==> src/rtl/fifo_defs_pkg.sv <==
// -----------------------------------------------------------------------------
// fifo_defs : shared definitions for the parametrised synchronous FIFO.
//
// Contents:
//   DEF_WIDTH / DEF_DEPTH : default data width and depth.
//   ERR_FLAG_EN           : 1 when the build defines FIFO_ERR_FLAG_EN, which
//                           compiles in the sticky overflow/underflow flags.
//   clog2()               : ceiling log2, used for pointer widths.
// -----------------------------------------------------------------------------
package fifo_defs;

  localparam int DEF_WIDTH = 16;
  localparam int DEF_DEPTH = 8;

`ifdef FIFO_ERR_FLAG_EN
  localparam bit ERR_FLAG_EN = 1'b1;
`else
  localparam bit ERR_FLAG_EN = 1'b0;
`endif

  // Smallest r with (1 << r) >= value; clog2(1) = 0.
  function automatic int clog2(input int value);
    int r;
    r = 0;
    while ((1 << r) < value) begin
      r = r + 1;
    end
    return r;
  endfunction

endpackage

==> src/rtl/fifo_sync_mem.sv <==
// -----------------------------------------------------------------------------
// fifo_sync_mem : simple dual-port storage for fifo_sync_param.
//
// One write port and one registered read port on a single clock. The storage
// array itself is never reset so it maps onto block/distributed RAM; only the
// read-data register is cleared by rstn so the FIFO output starts at zero.
//
// Ports:
//   clk      in   rising-edge clock
//   rstn     in   asynchronous active-low reset (read register only)
//   wr_en    in   write strobe
//   wr_addr  in   write address
//   wr_data  in   write data
//   rd_en    in   read strobe; rd_data updates only when high
//   rd_addr  in   read address
//   rd_data  out  registered read data, holds when rd_en is low
// -----------------------------------------------------------------------------
module fifo_sync_mem
  import fifo_defs::*;
#(
  parameter int WIDTH = DEF_WIDTH,
  parameter int DEPTH = DEF_DEPTH,
  localparam int ADDR_W = clog2(DEPTH)
) (
  input  logic              clk,
  input  logic              rstn,
  input  logic              wr_en,
  input  logic [ADDR_W-1:0] wr_addr,
  input  logic [WIDTH-1:0]  wr_data,
  input  logic              rd_en,
  input  logic [ADDR_W-1:0] rd_addr,
  output logic [WIDTH-1:0]  rd_data
);

  logic [WIDTH-1:0] mem_reg [DEPTH];
  logic [WIDTH-1:0] rd_data_reg;

  always_ff @(posedge clk) begin
    if (wr_en) begin
      mem_reg[wr_addr] <= wr_data;
    end
  end

  // The controller never reads and writes the same slot in one cycle
  // (that only happens at empty or full, where one side is rejected), so
  // no read-during-write bypass is needed.
  always_ff @(posedge clk or negedge rstn) begin
    if (!rstn) begin
      rd_data_reg <= '0;
    end else if (rd_en) begin
      rd_data_reg <= mem_reg[rd_addr];
    end
  end

  assign rd_data = rd_data_reg;

endmodule

==> src/rtl/fifo_sync_param.sv <==
// -----------------------------------------------------------------------------
// fifo_sync_param : parametrised single-clock synchronous FIFO.
//
// Holds the head/tail pointers, occupancy count, status flags and optional
// sticky error flags; storage lives in fifo_sync_mem.
// Build macro: FIFO_ERR_FLAG_EN adds errclrp/ovfp/udfp.
//
// Ports:
//   clk           in   rising-edge clock
//   rstn          in   asynchronous active-low reset
//   din           in   write data
//   writep        in   write request (accepted when not full)
//   readp         in   read request (accepted when not empty)
//   dout          out  registered read data, valid 1 cycle after accepted read
//   emptyp        out  count == 0
//   fullp         out  count == DEPTH
//   almostemptyp  out  count <= AE_LEVEL
//   almostfullp   out  count >= AF_LEVEL
//   count         out  occupancy 0..DEPTH
//   errclrp       in   clears sticky error flags      (FIFO_ERR_FLAG_EN)
//   ovfp          out  sticky: write while full       (FIFO_ERR_FLAG_EN)
//   udfp          out  sticky: read while empty       (FIFO_ERR_FLAG_EN)
// -----------------------------------------------------------------------------
module fifo_sync_param
  import fifo_defs::*;
#(
  parameter int WIDTH    = DEF_WIDTH,
  parameter int DEPTH    = DEF_DEPTH,
  parameter int AF_LEVEL = DEPTH - 2,
  parameter int AE_LEVEL = 2,
  localparam int ADDR_W  = clog2(DEPTH)
) (
  input  logic              clk,
  input  logic              rstn,
  input  logic [WIDTH-1:0]  din,
  input  logic              writep,
  input  logic              readp,
  output logic [WIDTH-1:0]  dout,
  output logic              emptyp,
  output logic              fullp,
  output logic              almostemptyp,
  output logic              almostfullp,
  output logic [ADDR_W:0]   count
`ifdef FIFO_ERR_FLAG_EN
  ,
  input  logic              errclrp,
  output logic              ovfp,
  output logic              udfp
`endif
);

  localparam logic [ADDR_W:0] FULL_CNT = (ADDR_W + 1)'(DEPTH);
  localparam logic [ADDR_W:0] AF_CNT   = (ADDR_W + 1)'(AF_LEVEL);
  localparam logic [ADDR_W:0] AE_CNT   = (ADDR_W + 1)'(AE_LEVEL);

  logic [ADDR_W-1:0] head_reg, head_next;
  logic [ADDR_W-1:0] tail_reg, tail_next;
  logic [ADDR_W:0]   count_reg, count_next;
  logic              wr_ok, rd_ok;

  // Acceptance uses the registered flags, so readp/writep never reach the
  // flag outputs combinationally.
  assign wr_ok = writep & ~fullp;
  assign rd_ok = readp & ~emptyp;

  always_comb begin
    head_next  = head_reg;
    tail_next  = tail_reg;
    count_next = count_reg;
    // Pointers wrap naturally at ADDR_W bits since DEPTH is a power of two.
    if (wr_ok) begin
      head_next = head_reg + 1'b1;
    end
    if (rd_ok) begin
      tail_next = tail_reg + 1'b1;
    end
    case ({wr_ok, rd_ok})
      2'b10:   count_next = count_reg + 1'b1;
      2'b01:   count_next = count_reg - 1'b1;
      default: count_next = count_reg;
    endcase
  end

  always_ff @(posedge clk or negedge rstn) begin
    if (!rstn) begin
      head_reg  <= '0;
      tail_reg  <= '0;
      count_reg <= '0;
    end else begin
      head_reg  <= head_next;
      tail_reg  <= tail_next;
      count_reg <= count_next;
    end
  end

  assign count        = count_reg;
  assign emptyp       = (count_reg == '0);
  assign fullp        = (count_reg == FULL_CNT);
  assign almostemptyp = (count_reg <= AE_CNT);
  assign almostfullp  = (count_reg >= AF_CNT);

  fifo_sync_mem #(
    .WIDTH (WIDTH),
    .DEPTH (DEPTH)
  ) u_mem (
    .clk     (clk),
    .rstn    (rstn),
    .wr_en   (wr_ok),
    .wr_addr (head_reg),
    .wr_data (din),
    .rd_en   (rd_ok),
    .rd_addr (tail_reg),
    .rd_data (dout)
  );

`ifdef FIFO_ERR_FLAG_EN
  logic ovf_reg, ovf_next;
  logic udf_reg, udf_next;

  // Clear is applied first so a same-cycle set overrides it.
  always_comb begin
    ovf_next = ovf_reg;
    udf_next = udf_reg;
    if (errclrp) begin
      ovf_next = 1'b0;
      udf_next = 1'b0;
    end
    if (writep & fullp) begin
      ovf_next = 1'b1;
    end
    if (readp & emptyp) begin
      udf_next = 1'b1;
    end
  end

  always_ff @(posedge clk or negedge rstn) begin
    if (!rstn) begin
      ovf_reg <= 1'b0;
      udf_reg <= 1'b0;
    end else begin
      ovf_reg <= ovf_next;
      udf_reg <= udf_next;
    end
  end

  assign ovfp = ovf_reg;
  assign udfp = udf_reg;
`endif

endmodule

==> config.mk <==
export PLATFORM = sky130hd
export DESIGN_NAME = fifo_sync_param
export DESIGN_NICKNAME = d
export VERILOG_FILES = /design/src/rtl/fifo_defs_pkg.sv /design/src/rtl/fifo_sync_mem.sv /design/src/rtl/fifo_sync_param.sv
export SDC_FILE = /design/constraint.sdc
export NUM_CORES = 1
export LEC_CHECK = 0
export ABC_CLOCK_PERIOD_IN_PS = 2550
export BUFFER_PORTS_ARGS = -buffer_cell sky130_fd_sc_hd__clkbuf_2
export CAP_MARGIN = 10
export CORE_MARGIN = 4
export CORE_UTILIZATION = 50
export CTS_BUF_LIST = sky130_fd_sc_hd__clkbuf_4 sky130_fd_sc_hd__clkbuf_8
export DETAILED_ROUTE_END_ITERATION = 12
export PLACE_DENSITY = 0.71
export SYNTH_ARGS = -nofsm -noshare
export SYNTH_HDL_FRONTEND = slang
export SYNTH_SLANG_ARGS = --single-unit
==> constraint.sdc <==
create_clock -name clk -period 2.55 [get_ports clk]
set_input_delay 0.255 -clock clk [delete_from_list [all_inputs] [get_ports clk]]
set_output_delay 0.255 -clock clk [all_outputs]
set_load 0.03 [all_outputs]
==> reports/summary.txt <==
Mapped Avg Cell Area: 16.9 um2
multi-input logic area: 1500 um2
fillers: 911
post-layout min period: 2.34 ns
vias per cell: 5.52
num rows: 40
max FFs per register: 128
port bufs: 43
share of cells above drive strength 1: 0.278
main flop type after synthesis: edfxtp_1
Starting Density: 0.512
1st-iter DRT viols: 279
Post-layout nets: 449
pin slew with the least headroom to its limit: 0.783 ns
VDD IR-drop max: 0.470 mV
First-pass DRT Iterations: 4
WP depth: 8
largest net degree at the start of global routing: 67
CP Capture Point: count[3]
LEAKAGE: 2.58 nW
diodes inserted: 0
Critical Path AT: 2.65 ns
RSZ-0062 raised after global routing: no
CP delay by family, top: adder cells
Area growth syn-to-layout: 13.2%
Startpoint Class: register
reg2reg path depth: 8
Final Hold Viols: 0
DIE AREA: 14100 um2
Data required, critical path: 2.86 ns
Cells after Synth: 365
Max Freq: 427 MHz
Post-CTS Resized: 0
global-route wire length before repair: 17800 um
GR Util met3: 0.0446
GRT met1 Usage: 0.213
gp weighted congestion: 0.751
post-synthesis sequential area ratio: 0.730
Worst Hold Class: in2reg
r2r startpoint: count[0]
Hold Worst Slack: 0.111 ns
crit-path max FO: 8
Die H: 119 um
WS Path Type: reg2reg
register area: 4500 um2
Post-Syn Area: 6150 um2
Yosys reg bits: 154
run status: completed
detailed-route via count: 3221
# DRC: 0
vias in the first global route: 3223
Synth Warn #: 0
syn_nets: 391
Worst-path clk slew: 0.09 ns
EDFF count, synth: 128
average wire per standard cell: 19.4 um
io pins: 44
Core Area: 12000 um2
Worst path slowest cell: dfrtp_1
CP Buf/Inv Count: 2
Rel. slew slack: 0.477
CTS sink cnt: 154
GRT busiest layer: met2
max-cap viol count: 0
Netlist cell types: 36
power per cell area: 1180 nW/um2
crit path launch: count[0]
GR Util met2: 0.279
CP endpoint kind: register
part of the cycle the worst path needs: 0.919
reg2reg setup slack: 0.21 ns
Setup violations, final: 0
CP peak stage delay: 0.52 ns
worst-path cell chain: o41ai_4 > inv_2 > ha_2 > ha_1 > inv_1 > nor4_1 > nand4b_1 > o311ai_1
worst skew pair latency: 0.43 ns
GR Util All Layers: 0.168
Routed WL: 11300 um
hpwl dp: 6530 um
number of CTS-inserted buffers: 17
die width: 119 um
Root Buffer: clkbuf_8
Worst R2R End: count[3]
initial antenna violation count: 0
CTS tree: yes
final antenna-violating net count: 0
GR Overflow Total: 0
Final Skew: 0.0175 ns
Sum Neg Setup Slack: 0 ns
Max Slew Vio Count: 0
clk buf depth: 2
ys async rst share: 0.169
H-tree depth: 4
final cells by class:
type	instances	share of cell area
Clock buffer	18	0.0347
Clock inverter	14	0.0255
Inverter	7	0.00377
Multi-Input combinational cell	186	0.216
Sequential cell	154	0.646
Tap cell	147	0.0264
Timing Repair Buffer	57	0.0481
how the worst min path moves through the flow:
stage / start / endpoint / cells after the start
6_report: din[7] / u_mem.mem_reg[0][7] / 1
5_1_grt: din[8] / u_mem.mem_reg[2][8] / 1
4_1_cts: din[4] / u_mem.mem_reg[0][4] / 1
3_5_place_dp: rstn / count[3] / 1
3_3_place_gp: rstn / head_reg[1] / 1
2_1_floorplan: rstn / count[0] / 0
kinds of logic after synthesis:
kind of cell               after synthesis  share of synthesized area
and+or+nand+nor                         54                     0.0409
AOI/OAI and AO/OA                       56                     0.0669
DFF                                    154                      0.730
buffers and inverters                   25                     0.0291
muxes                                   65                      0.112
adders and majority gates                6                     0.0134
xor gates and xnor gates                 5                    0.00712
what timing repair did:
item                                    CTS  global route
hold buffers                              1             0
setup buffers                             0             0
endpoints found under the setup margin    0             0
hold endpoints to repair                 26             0
per-stage QoR:
stage / setup slack [ns] / total power, mW / utilization / std cells / area (um2)
after floorplan: 0.0419 / 5.72 / - / 365 / 6180
after global placement: 0.355 / 6.33 / 0.544 / 550 / 6540
after detailed placement: 0.217 / 6.41 / 0.544 / 550 / 6540
after CTS: 0.215 / 8.31 / 0.580 / 583 / 6960
after global routing: 0.0207 / 8.67 / 0.580 / 583 / 6960
final: 0.206 / 8.23 / 0.580 / 583 / 6960
Yosys cell counts (all sizes together), types with 2 or more instances:
| cell | count | area, um2 |
|---|---|---|
| dfrtp | 26 | 651 |
| clkbuf | 4 | 15.0 |
| mux2 | 32 | 360 |
| xnor2 | 4 | 35.0 |
| buf | 14 | 138 |
| nor4 | 2 | 12.5 |
| o21ai | 19 | 95.1 |
| nand2 | 31 | 116 |
| o22ai | 16 | 100 |
| nor2b | 2 | 12.5 |
| ha | 5 | 62.6 |
| nor3 | 3 | 15.0 |
| edfxtp | 128 | 3840 |
| nor2 | 7 | 26.3 |
| mux2i | 33 | 330 |
| a221o | 16 | 160 |
| nand2b | 5 | 31.3 |
| inv | 7 | 26.3 |
placed cells by master, fill, tap and decap left out, drive strengths merged:
cell and n:
edfxtp 128, clkinvlp 2, clkbuf 61, xor2 1, nor3b 1, nor4 2, nor3 3, a21o 1
dfrtp 26, a211oi 1, or3 1, a21oi 1, nand2b 5, a221o 16, inv 8, clkinv 7
xnor2 4, o22ai 16, bufinv 4, mux2 32, o21ai 19, buf 13, nand2 31, dlygate4sd3 1
o41ai 1, fa 1, ha 5, nor4b 1, nor2 7, o311ai 1, mux2i 33, nand4b 1
nor2b 2
layer usage:
metal | share of wire | wire length, um | vias to the layer above
met5 | 0 | 0 | -
met4 | 0.016 | 177 | 0
met3 | 0.034 | 379 | 13
met2 | 0.51 | 5720 | 68
met1 | 0.44 | 5020 | 1610
li1 | - | - | 1530
where the power goes:
group / total (mW) / switching (mW) / internal, mW / leakage, nW
combinational: 2.78 / 1.69 / 1.09 / 0.898
clock: 1.91 / 0.841 / 1.06 / 0.206
sequential: 3.54 / 0.291 / 3.25 / 1.47
total: 8.23 / 2.82 / 5.41 / 2.58
worst register-to-register path: stages (launching register included):
cell and delay [ns]:
dfrtp_1 0.52, o41ai_4 0.44, inv_2 0.09, ha_2 0.25, ha_1 0.32, inv_1 0.07
nor4_1 0.29, nand4b_1 0.15, o311ai_1 0.10
No activity file was read; power rests on OpenSTA's default activity.
